==> src/rtl/fuzz_seq_pkg.sv <==
// Shared types, parameter defaults and small arithmetic helpers for the
// fuzzing round sequencer and its stall monitor.
package fuzz_seq_pkg;

  // Sequencer phases over the life of a fuzzing round.
  typedef enum logic [2:0] {
    ST_IDLE    = 3'd0,
    ST_RSTHOLD = 3'd1,
    ST_RUN     = 3'd2,
    ST_HALT    = 3'd3,
    ST_RELOAD  = 3'd4,
    ST_DONE    = 3'd5
  } seq_state_t;

  // Outcome of the most recent round.
  typedef enum logic [1:0] {
    STATUS_NONE    = 2'd0,
    STATUS_PASS    = 2'd1,
    STATUS_TIMEOUT = 2'd2
  } round_status_t;

  localparam int unsigned     DEF_MAX_WAIT_CYCLE = 1000;
  localparam int unsigned     DEF_WATCHDOG_LIMIT = 50000;
  localparam longint unsigned DEF_MAX_CYCLES     = 64'd2000000000;
  localparam int unsigned     DEF_RESET_HOLD     = 4;

  // The stall threshold scales with the coverage "difficulty" field. With an
  // 11-bit scale and any sane base the product stays well inside 32 bits.
  function automatic logic [31:0] stall_threshold(input logic [31:0] base,
                                                  input logic [10:0] scale);
    return base * ({21'd0, scale} + 32'd1);
  endfunction

  // Increment that sticks at all-ones instead of wrapping.
  function automatic logic [31:0] sat_inc32(input logic [31:0] value);
    return (value == '1) ? value : value + 32'd1;
  endfunction

  function automatic logic [63:0] sat_inc64(input logic [63:0] value);
    return (value == '1) ? value : value + 64'd1;
  endfunction

endpackage

==> src/rtl/fuzz_stall_monitor.sv <==
// Watches coverage progress and the tohost pass bit while the DUT runs, and
// raises the stall interrupt when coverage stops moving for too long or the
// DUT has gone too long without reporting a pass.
module fuzz_stall_monitor
  import fuzz_seq_pkg::*;
#(
  parameter int unsigned MAX_WAIT_CYCLE = DEF_MAX_WAIT_CYCLE,
  parameter int unsigned WATCHDOG_LIMIT = DEF_WATCHDOG_LIMIT
) (
  input  logic        clock,
  input  logic        reset,
  input  logic        clear,
  input  logic        run,
  input  logic        pass,
  input  logic [29:0] cov,
  output logic        stall_irq
);

  logic [31:0] stall_count;
  logic [31:0] watchdog_count;
  logic [29:0] pre_cov;
  logic [31:0] threshold;
  logic        cov_changed;

  assign threshold   = stall_threshold(32'(MAX_WAIT_CYCLE), cov[29:19]);
  assign cov_changed = (cov != pre_cov);

  // Count cycles since coverage last moved and since the last pass; a pass
  // restarts both, a coverage change restarts only the stall count.
  always_ff @(posedge clock) begin
    if (!reset || clear) begin
      stall_count    <= '0;
      watchdog_count <= '0;
      pre_cov        <= '0;
    end else if (run) begin
      if (cov_changed) begin
        pre_cov <= cov;
      end
      if (pass || cov_changed) begin
        stall_count <= '0;
      end else begin
        stall_count <= sat_inc32(stall_count);
      end
      if (pass) begin
        watchdog_count <= '0;
      end else begin
        watchdog_count <= sat_inc32(watchdog_count);
      end
    end
  end

  assign stall_irq = run &&
                     ((stall_count >= threshold) ||
                      (watchdog_count >= 32'(WATCHDOG_LIMIT)));

endmodule

==> src/rtl/fuzz_round_sequencer.sv <==
// Round sequencer for the co-simulation fuzzer: holds the DUT in reset, lets
// it run until it passes or times out, then hands control to the loader and
// either starts another round or stops.
module fuzz_round_sequencer
  import fuzz_seq_pkg::*;
#(
  parameter int unsigned     MAX_WAIT_CYCLE = DEF_MAX_WAIT_CYCLE,
  parameter int unsigned     WATCHDOG_LIMIT = DEF_WATCHDOG_LIMIT,
  parameter longint unsigned MAX_CYCLES     = DEF_MAX_CYCLES,
  parameter int unsigned     RESET_HOLD     = DEF_RESET_HOLD
) (
  input  logic        clock,
  input  logic        reset,
  input  logic        start,
  input  logic [63:0] tohost,
  input  logic [29:0] cov,
  input  logic        reload_ack,
  input  logic        reload_continue,
  output logic        dut_reset,
  output logic        clk_en,
  output logic        stall_irq,
  output logic        reload_req,
  output logic        round_done,
  output logic [1:0]  round_status,
  output logic [63:0] cycle_count
);

  seq_state_t    state;
  round_status_t status_q;
  logic [31:0]   hold_count;
  logic [63:0]   count_next;
  logic          pass;
  logic          timeout;
  logic          run;
  logic          clear;
  logic          unused_tohost;

  // Only bit 0 of tohost carries meaning for the sequencer.
  assign unused_tohost = ^tohost[63:1];
  assign pass          = tohost[0];

  // The timeout compares the count including the current RUN cycle, so a
  // round with MAX_CYCLES=N halts after exactly N RUN cycles.
  assign count_next = sat_inc64(cycle_count);
  assign timeout    = (count_next >= MAX_CYCLES);

  assign run          = (state == ST_RUN);
  assign clear        = (state == ST_RSTHOLD);
  assign round_status = status_q;

  fuzz_stall_monitor #(
    .MAX_WAIT_CYCLE(MAX_WAIT_CYCLE),
    .WATCHDOG_LIMIT(WATCHDOG_LIMIT)
  ) u_stall_monitor (
    .clock    (clock),
    .reset    (reset),
    .clear    (clear),
    .run      (run),
    .pass     (pass),
    .cov      (cov),
    .stall_irq(stall_irq)
  );

  // Round state machine; every output is set on the transition into the
  // state that owns it so the outputs stay registered.
  always_ff @(posedge clock) begin
    if (!reset) begin
      state       <= ST_IDLE;
      status_q    <= STATUS_NONE;
      hold_count  <= '0;
      cycle_count <= '0;
      dut_reset   <= 1'b1;
      clk_en      <= 1'b1;
      reload_req  <= 1'b0;
      round_done  <= 1'b0;
    end else begin
      round_done <= 1'b0;
      case (state)
        ST_IDLE: begin
          if (start) begin
            state       <= ST_RSTHOLD;
            status_q    <= STATUS_NONE;
            hold_count  <= '0;
            cycle_count <= '0;
            dut_reset   <= 1'b1;
            clk_en      <= 1'b1;
          end
        end
        ST_RSTHOLD: begin
          if (hold_count >= 32'(RESET_HOLD - 1)) begin
            state     <= ST_RUN;
            dut_reset <= 1'b0;
            clk_en    <= 1'b1;
          end else begin
            hold_count <= hold_count + 32'd1;
          end
        end
        ST_RUN: begin
          cycle_count <= count_next;
          if (pass) begin
            state      <= ST_HALT;
            status_q   <= STATUS_PASS;
            clk_en     <= 1'b0;
            round_done <= 1'b1;
          end else if (timeout) begin
            state      <= ST_HALT;
            status_q   <= STATUS_TIMEOUT;
            clk_en     <= 1'b0;
            round_done <= 1'b1;
          end
        end
        ST_HALT: begin
          state      <= ST_RELOAD;
          reload_req <= 1'b1;
        end
        ST_RELOAD: begin
          if (reload_ack) begin
            reload_req <= 1'b0;
            if (reload_continue) begin
              state       <= ST_RSTHOLD;
              status_q    <= STATUS_NONE;
              hold_count  <= '0;
              cycle_count <= '0;
              dut_reset   <= 1'b1;
              clk_en      <= 1'b1;
            end else begin
              state     <= ST_DONE;
              dut_reset <= 1'b1;
              clk_en    <= 1'b0;
            end
          end
        end
        ST_DONE: begin
          state <= ST_DONE;
        end
        default: begin
          state      <= ST_IDLE;
          status_q   <= STATUS_NONE;
          dut_reset  <= 1'b1;
          clk_en     <= 1'b1;
          reload_req <= 1'b0;
        end
      endcase
    end
  end

endmodule

==> config.mk <==
export PLATFORM = sky130hd
export DESIGN_NAME = fuzz_round_sequencer
export DESIGN_NICKNAME = d
export VERILOG_FILES = /design/src/rtl/fuzz_seq_pkg.sv /design/src/rtl/fuzz_stall_monitor.sv /design/src/rtl/fuzz_round_sequencer.sv
export SDC_FILE = /design/constraint.sdc
export NUM_CORES = 1
export LEC_CHECK = 0
export CORE_ASPECT_RATIO = 0.5
export CORE_MARGIN = 5
export CORE_UTILIZATION = 30
export CTS_BUF_LIST = sky130_fd_sc_hd__clkbuf_8
export CTS_CLUSTER_DIAMETER = 50
export DETAILED_ROUTE_END_ITERATION = 10
export GPL_ROUTABILITY_DRIVEN = 0
export PLACE_DENSITY = 0.56
export SLEW_MARGIN = 10
export SYNTH_ARGS = -nofsm -noshare
export SYNTH_HDL_FRONTEND = slang
export SYNTH_SLANG_ARGS = --single-unit
==> constraint.sdc <==
create_clock -name clock -period 11.6 [get_ports clock]
set_input_delay 1.16 -clock clock [delete_from_list [all_inputs] [get_ports clock]]
set_output_delay 1.16 -clock clock [all_outputs]
set_load 0.01 [all_outputs]
Yosys cells after proc, flatten, opt, wreduce, memory -nomap -nowiden
Index checks and enable logic that the tools add are counted.
{"block": "classes", "add_sub_neg": 5, "n_mul": 1, "magnitude_cmp": 4, "n_eq_ne": 17, "muxes": 41, "n_bitwise": 4, "reduce_logical": 23}
{"cell": "2-to-1 mux 32 bit", "count": 8}
{"cell": "2-to-1 mux 64 bit", "count": 4}
{"cell": "one-hot mux 64 bit (3 select lines)", "count": 1}
{"cell": "adder 32 x 1 -> 32 bit (second input constant)", "count": 3}
{"cell": "one-hot mux 32 bit (3 select lines)", "count": 1}
{"cell": "adder 64 x 1 -> 64 bit (second input constant)", "count": 1}
{"cell": "equality test 32 bit (second input constant)", "count": 2}
{"cell": "equality test 64 bit (second input constant)", "count": 1}
{"cell": "greater-or-equal comparator 64 x 31 -> 1 bit (second input constant)", "count": 1}
{"cell": "greater-or-equal comparator 32 x 16 -> 1 bit (second input constant)", "count": 1}
{"cell": "greater-or-equal comparator 32 x 2 -> 1 bit (second input constant)", "count": 1}
{"cell": "greater-or-equal comparator 32 bit", "count": 1}
{"cell": "multiplier 7 x 32 -> 29 bit (first input constant)", "count": 1}
{"cell": "!= test 30 bit", "count": 1}
{"cell": "2-to-1 mux 3 bit", "count": 6}
{"cell": "one-hot mux 3 bit (6 select lines)", "count": 1}
{"cell": "AND reduction 5 bit", "count": 3}
{"cell": "adder 11 x 1 -> 12 bit (second input constant)", "count": 1}
{"cell": "!= test 2 bit (second input constant)", "count": 6}
{"cell": "AND reduction 4 bit", "count": 3}
{"cell": "2-to-1 mux 1 bit", "count": 11}
{"cell": "2-to-1 mux 2 bit", "count": 5}
{"cell": "AND reduction 2 bit", "count": 5}
{"cell": "one-hot mux 2 bit (4 select lines)", "count": 1}
{"cell": "17 further kinds", "count": 26}
{"block": "totals", "regBits": 199, "out_inout_bits": 71}

Logic depth before layout (Yosys ltp)
Gate-level depths: netlist (run 1).
{"block": "depth", "ltp_word": 6, "mapped_depth": 28, "depth_no_buf": 28}

Modules after synthesis
Synthesis (run 1) repeated with hierarchy kept, for this count alone.
{"block": "unflattened", "cells_unflattened": 1827, "area_unflattened_um2": 14258.7}
{"mod": "fuzz_stall_monitor", "n_inst": 1, "cells_each": 937, "area_per_inst_um2": 7816.2, "seq_area_each_um2": 1881.8}
{"mod": "fuzz_round_sequencer", "n_inst": 1, "cells_each": 890, "area_per_inst_um2": 6442.4, "seq_area_each_um2": 2102.0}

Least setup slack after synthesis (run 1)
Ideal clock, no wire load.
{"block": "synth_timing", "kind": "input port to output port", "startpoint": "input cov[19]", "endpoint": "output stall_irq", "arrival_ps": 7069, "required_time_ps": 10440, "setup_slack_ps": 3371, "path_stages": 24, "n_path_buf": 1, "path_cell_list": "clkbuf_1 > nand2_1 > nor2_1 > nand3_1 > xor2_1 > inv_1 > fa_1 > inv_1 > fa_1 > fa_1 > fa_1 > inv_1 > ha_1 > o21a_1 > o31a_1 > o41ai_1 > o2111ai_1 > a21oi_1 > a21o_1 > ha_1 > a211oi_1 > nand4_1 > a2111oi_0 > a21oi_1"}
{"block": "synth_between", "elab_chain_cells": 5}
{"element": "from (decl)", "line": "fuzz_round_sequencer.sv:16", "text": "input logic [29:0] cov,"}
{"element": "adder 11 x 1 -> 12 bit", "line": "fuzz_seq_pkg.sv:31", "text": "return base * ({21'd0, scale} + 32'd1);"}
{"element": "multiplier 7 x 32 -> 29 bit", "line": "fuzz_seq_pkg.sv:31"}
{"element": "greater-or-equal comparator 32 bit", "line": "fuzz_stall_monitor.sv:53", "text": "((stall_count >= threshold) ||"}
{"element": "logical OR 1 bit", "line": "fuzz_stall_monitor.sv:53"}
{"element": "logical AND 1 bit", "line": "fuzz_stall_monitor.sv:52", "text": "assign stall_irq = run &&"}
{"element": "to (decl)", "line": "fuzz_round_sequencer.sv:21", "text": "output logic stall_irq,"}
No other way between the ends.

Worst setup path in the final report (run 1)
Same ends and word-level chain as after synthesis.

==> flow_summary.toml, run 1 <==
[sta]
setup_viol = 0
rsz0062_at_grt = "no"
clock_skew_ns = 0.0143
worst_pin_slew_ns = 1.22
setup-tns-final_ns = 0
hold_viol_final = 0
max_freq_ghz = 0.100
finalMaxSlewViolations = 0
period_needed_ns = 9.97
slew_headroom_pct = 18.7
finalCritPeriodShare_pct = 86.0

[yosys]
synth_fp_nets = 1893
synth_async_sr_flop_share_pct = 0
ys.flop_type = "dfxtp_1"
synth.yosys.seq_area_share_pct = 29.7
synth_area_leader_cell = "dfxtp_1"
synthCells = 1691
synth_area_leaders = "dfxtp_1 30%, ha_1 6.6%, nor2_1 6.3%"
synth_most_common_cell = "nor2_1"
synth-edff-count = 0
netlist_area_um2 = 13400
ys_warn_count = 0
synth_common_cells = "226 x nor2_1, 199 x dfxtp_1, 117 x nand2_1"
synth-seq-cells = 199
synth_cell_types = 81
synth_top_area_share_pct = 29.7
syn_area_per_cell_um2 = 7.93

[clocking]
clock_latency_ns = 0.49
cts_resized = 0
cts.path.max_buffers = 2
htree_levels = 4
cts_tree = "yes"
clockRootBuffer = "clkbuf_8"
cts_sinks = 199
postCtsHoldBufs = 0
cts_buffers = 17
postCtsSetupRepairBufs = 0
clkTransAtPathRegs_ns = 0.11

[power_and_ir_drop]
ir_drop_uv = 70.6
power.leakage_nw = 5.40
power_density_nw_per_um2 = 124

[finish]
final_layout_size_suffix_gt1_share_pct = 4.35
finalNetCount = 1937
fin_area_um2 = 15400
area_delta_synth_final_pct = 14.5
fillers = 4650
diodes = 0

[routing]
drt-total-wl_mm = 36.1
wire_per_inst_um = 15.4
ant_nets = 0
dr_total_vias = 12000
drc = 0
routed_via_density = 5.14
dr.pass1.iters = 5
drt_iter0_drc = 767

[outcome]
outcome = "completed"

[placed_design]
dp_hpwl_mm = 26.1
port_buffers = 106
placed_area_um2 = 15000

[grt]
grt_overflow_total = 0
first_global_vias = 11200
antenna_found_initial = 0
grt_util_all_layers_pct = 14.3
grt_max_degree = 74
grt_pass1_wl_mm = 59.3

[worst_setup_path]
worstPathMaxFanout = 11
endpoint_kind = "output pin"
arrival_ns = 8.81
worst-setup-path-type = "input port to output pin"
required_ns = 10.44
rrSetupSlack_ns = 6.39
start_kind = "input port"

[floorplanning]
die_y_um = 160
die-width_um = 309
num_rows = 54
dieArea_um2 = 49300
core_area_um2 = 43800
initial_utilization_pct = 30.6
io_pins = 170

[run]
maxCapViolations = 0

[worst_hold_path]
hp-class = "flop to flop"
worst max-delay path, cell delays in order:
cell	delay, ns
clkdlybuf4s50_1	0.65
ha_1	0.34
xnor2_1	0.63
xor2_1	0.34
xnor2_1	0.13
fa_1	0.50
inv_1	0.05
fa_1	0.49
fa_1	0.52
inv_1	0.04
ha_1	0.29
inv_1	0.08
o21ai_0	0.09
a21oi_1	0.21
nand2b_1	0.13
a21oi_1	0.08
o31a_1	0.25
o41ai_1	0.52
o2111ai_1	0.21
a21oi_1	0.24
a21o_1	0.15
ha_1	0.25
a211oi_1	0.29
nand4_1	0.13
a2111oi_0	0.35
a21oi_1	0.15
clkdlybuf4s50_1	0.51
where the power goes:
group          leakage (nW)  internal, mW  total, mW  switching [mW]
registers              1.60         0.690      0.698         0.00799
logic                  3.60         0.314      0.733           0.419
clock network         0.198         0.200      0.468           0.268
flip-flops by register name, indices dropped and copies added (netlist names):
| signal | flops |
|---|---|
| cycle_count | 64 |
| round_status | 2 |
| u_stall_monitor.stall_count | 32 |
| reload_req | 1 |
| hold_count | 32 |
| clk_en | 1 |
| round_done | 1 |
| u_stall_monitor.watchdog_count | 32 |
| u_stall_monitor.pre_cov | 30 |
| dut_reset | 1 |
| state | 3 |
final cells by class:
type / count / area [µm²] / area share (%)
multi-input combinational: 1298 / 8700 / 56.7
timing repair buffer: 119 / 1160 / 7.54
clock inverter: 14 / 151 / 0.986
clock buffer: 18 / 248 / 1.61
sequential: 199 / 3980 / 25.9
tap: 588 / 736 / 4.79
inverter: 100 / 375 / 2.44
layer usage:
| layer | vias up | track usage (%) | wire (µm) |
|---|---|---|---|
| met4 | 0 | 2.90 | 401 |
| met3 | 33 | 2.54 | 1440 |
| met5 | - | 0 | 0 |
| met1 | 5659 | 19.1 | 16800 |
| li1 | 6054 | - | - |
| met2 | 251 | 24.6 | 17500 |
worst paths after layout:
kind,end,cells after the start,from
setup / recovery,stall_irq,27,cov[19]
hold / removal,round_status[0],2,round_status[0]
hold reg to reg,round_status[0],2,round_status[0]
setup reg to reg,round_status[1],12,cycle_count[48]
metrics by stage:
step	setup WS, ns	power, mW	hold slack [ns]	std cells	utilization, %
6_report	1.63	1.90	0.467	2336	35.0
5_1_grt	0.947	2.08	0.489	2336	35.0
3_5_place_dp	1.65	1.45	0.452	2304	34.1
3_3_place_gp	1.65	1.44	0.444	2304	34.1
2_1_floorplan	3.37	1.29	0.439	1691	-
4_1_cts	1.62	1.93	0.469	2336	35.0
placed cells by master, fill, tap and decap left out, types with 6 or more instances in the layout:
| cell | synthesis | final |
|---|---|---|
| nor2b_1 | 7 | 7 |
| a21oi_1 | 115 | 115 |
| a311oi_1 | 11 | 11 |
| nor3_1 | 48 | 48 |
| and3_1 | 32 | 32 |
| nand4_1 | 51 | 51 |
| nand2_1 | 117 | 117 |
| clkbuf_8 | 0 | 18 |
| ha_1 | 71 | 71 |
| or2_2 | 8 | 8 |
| inv_1 | 99 | 101 |
| a211oi_1 | 12 | 11 |
| a21o_1 | 6 | 6 |
| mux2i_1 | 37 | 37 |
| a41oi_1 | 7 | 7 |
| and2_1 | 8 | 8 |
| fa_1 | 32 | 32 |
| buf_4 | 5 | 13 |
| nor2_1 | 226 | 224 |
| xor2_1 | 82 | 82 |
| dfxtp_1 | 199 | 199 |
| or3_1 | 23 | 23 |
| xnor2_1 | 66 | 66 |
| nand2b_1 | 8 | 8 |
| nor4_1 | 45 | 45 |
| o21a_1 | 8 | 8 |
| clkdlybuf4s50_1 | 0 | 106 |
| o21ai_0 | 66 | 66 |
| and4_1 | 18 | 18 |
| nand3b_1 | 6 | 6 |
| or4_1 | 9 | 9 |
| nand3_1 | 77 | 76 |
| a31oi_1 | 16 | 16 |
kinds of logic after synthesis:
kind of cell | count (synthesis) | synth area share [%]
adders and majority gates | 104 | 11.5
xor gates and xnor gates | 148 | 9.66
DFF | 199 | 29.7
muxes | 37 | 2.76
buffers and inverters | 194 | 5.82
and+or+nand+nor | 709 | 26.6
AOI/OAI and AO/OA | 300 | 13.9
No activity file was read; power rests on OpenSTA's default activity.
==> run 2, diff against run 1 <==
==> constraint.sdc (replaced) <==
create_clock -name clock -period 9.29 [get_ports clock]
set_input_delay 0.929 -clock clock [delete_from_list [all_inputs] [get_ports clock]]
set_output_delay 0.929 -clock clock [all_outputs]
set_load 0.01 [all_outputs]
==> flow_summary.toml, run 2 (synthesis gave the netlist of run 1 again) <==
[finish]
finalNetCount = 1950
area_delta_synth_final_pct = 15.2
layout.cells.most_common_list = "224 x nor2_1, 199 x dfxtp_1, 117 x nand2_1"
fillers = 4610
top_register = "cycle_count"
largest_reg_flops = 64
final_layout_size_suffix_gt1_share_pct = 5.11
diodes = 0
layout_commonest_cell = "nor2_1"

[floorplanning]
initial_utilization_pct = 30.6
num_rows = 54
die_y_um = 160
io_pins = 170
core_area_um2 = 43800
dieArea_um2 = 49300
die-width_um = 309

[grt]
grt_pass1_wl_mm = 59.8
antenna_found_initial = 0
first_global_vias = 11400
grt_util_all_layers_pct = 14.4
grt_max_degree = 74
grt_overflow_total = 0

[clocking]
cts_tree = "yes"
cts.path.max_buffers = 2
clock_latency_ns = 0.49
htree_levels = 4
clockRootBuffer = "clkbuf_8"
clkTransAtPathRegs_ns = 0.10
cts_sinks = 199
cts_buffers = 17

[sta]
layout_setup_ws_ns = 0.558
setup_viol = 0
hold_viol_final = 0
worst_pin_slew_ns = 1.20
setup-tns-final_ns = 0
max_freq_ghz = 0.115
holdWs_ns = 0.487
clock_skew_ns = 0.0147
slew_headroom_pct = 20.0
rsz0062_at_grt = "no"
finalCritPeriodShare_pct = 94.0
period_needed_ns = 8.73
finalMaxSlewViolations = 0

[routing]
drt-total-wl_mm = 36.1
dr_total_vias = 12000
routed_via_density = 5.11
wire_per_inst_um = 15.4
drc = 0
ant_nets = 0
dr.pass1.iters = 5
drt_iter0_drc = 750

[placed_design]
dp_hpwl_mm = 26.1
post-place-ws_ns = 0.395
port_buffers = 106

[worst_setup_path]
arrival_ns = 7.80
worst-setup-path-type = "input port to output pin"
required_ns = 8.36
worstPathMaxFanout = 5
crit_path_max_incr_delay_ns = 0.63
slowest_stage = "clkdlybuf4s50_1"
path_common_cell = "inv_1"
crit_family = "adder cells"
crit_buf_inv = 9
endpoint_kind = "output pin"
start_kind = "input port"

[power_and_ir_drop]
p_sw_share_pct = 36.7
internal_power_mw = 1.50
p_seq_share_pct = 36.7
power.leakage_nw = 5.49
ir_drop_uv = 88.8
clock_power_share_pct = 23.8
power_density_nw_per_um2 = 154
p_comb_share_pct = 39.5
p_switching_mw = 0.871

[outcome]
outcome = "completed"

[run]
maxCapViolations = 0

[worst_hold_path]
hp-class = "flop to flop"
## run 2: routing by layer
layer | GRT usage, % | routed length (µm) | part of all wire [%] | up-vias
met1 | 19.3 | 17100 | 47 | 5704
li1 | - | - | - | 6083
met3 | 2.37 | 1280 | 3.5 | 23
met2 | 24.6 | 17400 | 48 | 194
met5 | 0 | 0 | 0 | -
met4 | 3.00 | 372 | 1.0 | 0
## run 2: final cells by class
| cell class | instances | area [µm²] | share of cell area (%) |
|---|---|---|---|
| multi-input combinational | 1298 | 8710 | 56.4 |
| inverter | 100 | 375 | 2.43 |
| clock inverter | 12 | 119 | 0.769 |
| clock buffer | 19 | 262 | 1.69 |
| timing repair buffer | 132 | 1260 | 8.16 |
| sequential | 199 | 3980 | 25.8 |
| tap | 588 | 736 | 4.76 |
## run 2: path summary, 6_finish.rpt
check                                        to  slack, ns            start  cells past startpoint
worst max-delay path                  stall_irq       0.56          cov[22]                     29
worst min-delay path            round_status[0]       0.49  round_status[0]                      2
worst max register to register  round_status[1]       4.15  cycle_count[48]                     12
worst min register to register  round_status[0]       0.49  round_status[0]                      2
## run 2: timing repair
action / CTS / global route
resized for setup: 0 / 4
setup buffers: 0 / 0
setup endpoints to repair: 0 / 1
hold buffers: 0 / 0
## run 2: worst register-to-register path, delay by kind of cell (launching register included)
family | cells | cell delay [ns]
AOI/OAI and AO/OA | 3 | 1.07
buffers and inverters | 1 | 0.20
DFF | 1 | 0.61
muxes | 1 | 0.14
and+or+nand+nor | 7 | 3.02
## run 2: stage by stage
step	total power, mW	cell area, µm²	instances	utilization, %
global placement	1.82	15100	2317	34.3
global route	2.60	15400	2348	35.2
CTS	2.42	15400	2348	35.2
floorplan	1.61	13400	1691	-
finish	2.37	15400	2348	35.2
detailed placement	1.84	15100	2317	34.3
## run 2: power groups by stage
stage / sequential [mW] / combinational, mW / clock (mW)
2_1_floorplan: 0.888 / 0.721 / 0
3_3_place_gp: 0.891 / 0.932 / 0
3_5_place_dp: 0.892 / 0.945 / 0
4_1_cts: 0.872 / 0.955 / 0.588
5_1_grt: 0.874 / 1.10 / 0.621
6_report: 0.872 / 0.938 / 0.564
==> run 3, diff against run 2 <==
--- a/config.mk
+++ b/config.mk
@@ -5,14 +5,14 @@
 export SDC_FILE = /design/constraint.sdc
 export NUM_CORES = 1
 export LEC_CHECK = 0
-export CORE_ASPECT_RATIO = 0.5
 export CORE_MARGIN = 5
-export CORE_UTILIZATION = 30
+export CORE_UTILIZATION = 58
 export CTS_BUF_LIST = sky130_fd_sc_hd__clkbuf_8
 export CTS_CLUSTER_DIAMETER = 50
 export DETAILED_ROUTE_END_ITERATION = 10
 export GPL_ROUTABILITY_DRIVEN = 0
-export PLACE_DENSITY = 0.56
+export HOLD_SLACK_MARGIN = 0.1
+export PLACE_DENSITY = 0.91
 export SLEW_MARGIN = 10
 export SYNTH_ARGS = -nofsm -noshare
 export SYNTH_HDL_FRONTEND = slang
==> flow_summary.toml, run 3 (synthesis gave the netlist of run 1 again) <==
[sta]
worst_pin_slew_ns = 1.21
finalCritPeriodShare_pct = 95.3
holdWs_ns = 0.478
max_freq_ghz = 0.113
period_needed_ns = 8.86
clock_skew_ns = 0.0181
slew_headroom_pct = 19.4
hold_viol_final = 0
finalMaxSlewViolations = 0
setup_viol = 0
setup-tns-final_ns = 0

[finish]
seqCellArea_um2 = 3980
largest_reg_flops = 64
diodes = 0
layout_commonest_cell = "nor2_1"
final_layout_size_suffix_gt1_share_pct = 5.08
multi_input_area_um2 = 8730
layout.cells.most_common_list = "222 x nor2_1, 199 x dfxtp_1, 117 x nand2_1"
fillers = 1761
top_register = "cycle_count"
finalNetCount = 1942
area_delta_synth_final_pct = 12.0

[clocking]
cts_buffers = 17
cts_sinks = 199
clock_latency_ns = 0.49
postCtsSetupRepairBufs = 0
clockRootBuffer = "clkbuf_8"
htree_levels = 4
cts_tree = "yes"
postCtsHoldBufs = 0
clkTransAtPathRegs_ns = 0.10
cts.path.max_buffers = 2

[power_and_ir_drop]
ir_drop_uv = 150
internal_power_mw = 1.47
clock_power_share_pct = 22.4
power.leakage_nw = 5.43
p_comb_share_pct = 40.8
p_sw_share_pct = 37.8
p_switching_mw = 0.898
power_density_nw_per_um2 = 158
p_seq_share_pct = 36.8

[worst_setup_path]
rrSetupSlack_ns = 4.32
crit_buf_inv = 7
start_kind = "input port"
arrival_ns = 7.93
slowest_stage = "clkdlybuf4s50_1"
required_ns = 8.36
worstPathMaxFanout = 5
crit_path_max_incr_delay_ns = 0.54
worst-setup-path-type = "input port to output pin"
endpoint_kind = "output pin"
crit_family = "adder cells"

[floorplanning]
die-width_um = 162
core_area_um2 = 22700
dieArea_um2 = 26300
die_y_um = 162
num_rows = 55
io_pins = 170
initial_utilization_pct = 59.1

[placed_design]
port_buffers = 106
dp_hpwl_mm = 25.0

[grt]
grt_pass1_wl_mm = 58.1
grt_max_degree = 77
first_global_vias = 12400
antenna_found_initial = 0
grt_util_all_layers_pct = 26.0
grt_overflow_total = 0

[routing]
drc = 0
wire_per_inst_um = 17.0
dr_total_vias = 12800
drt_iter0_drc = 951
ant_nets = 0
routed_via_density = 6.26
dr.pass1.iters = 5
drt-total-wl_mm = 34.6

[run]
maxCapViolations = 0

[outcome]
outcome = "completed"

[worst_hold_path]
hp-class = "flop to flop"
run 3: cell count changes in the layout (fill, tap and decap cells not counted), sizes merged:
cell / delta
buf: -8
clkinvlp: +4
bufinv: -1
clkbuf: -1
clkdlybuf4s50: +1
dlymetal6s2s: -1
inv: -1
run 3: power by group through the flow:
stage / sequential (mW) / combinational (mW) / clock (mW)
2_1_floorplan: 0.888 / 0.721 / 0
3_3_place_gp: 0.891 / 0.887 / 0
3_5_place_dp: 0.891 / 0.947 / 0
4_1_cts: 0.872 / 0.960 / 0.542
5_1_grt: 0.873 / 1.09 / 0.575
6_report: 0.872 / 0.968 / 0.532
run 3: final timing paths:
check / to / depth (start not counted) / from
setup / recovery: stall_irq / 28 / cov[19]
hold / removal: round_status[1] / 2 / round_status[1]
setup reg to reg: round_status[1] / 11 / cycle_count[48]
hold reg to reg: round_status[1] / 2 / round_status[1]
run 3: routing by layer:
layer	up-vias	global-route usage, %	wire length, µm
met3	129	5.07	2420
met2	560	44.7	17200
met4	0	11.5	1300
met5	-	0	0
met1	5989	31.7	13700
li1	6072	-	-
run 3: metrics by stage:
stage / setup slack (ns) / total power [mW] / std cells / cell area, µm² / util [%]
2_1_floorplan: 1.52 / 1.61 / 1691 / 13400 / -
3_3_place_gp: 0.600 / 1.78 / 2006 / 14600 / 64.3
3_5_place_dp: 0.375 / 1.84 / 2006 / 14600 / 64.3
4_1_cts: 0.320 / 2.37 / 2038 / 15000 / 65.9
5_1_grt: -0.0119 / 2.54 / 2038 / 15000 / 66.1
6_report: 0.433 / 2.37 / 2038 / 15000 / 66.1
run 3: cell type report:
cell class | count | area share [%]
Tap cell | 285 | 2.37
Sequential cell | 199 | 26.5
Multi-Input combinational cell | 1298 | 58.2
Clock buffer | 18 | 1.65
Clock inverter | 14 | 0.800
Inverter | 100 | 2.50
Timing Repair Buffer | 124 | 7.98
run 3: timing repair:
action	CTS	global route
resized for setup	0	8
hold endpoints to repair	0	0
endpoints found under the setup margin	0	1
run 3: tightest hold or removal path, stage by stage (launching register included):
cell and delay (ns):
dfxtp_1 0.33, nand2_1 0.06, mux2i_1 0.05
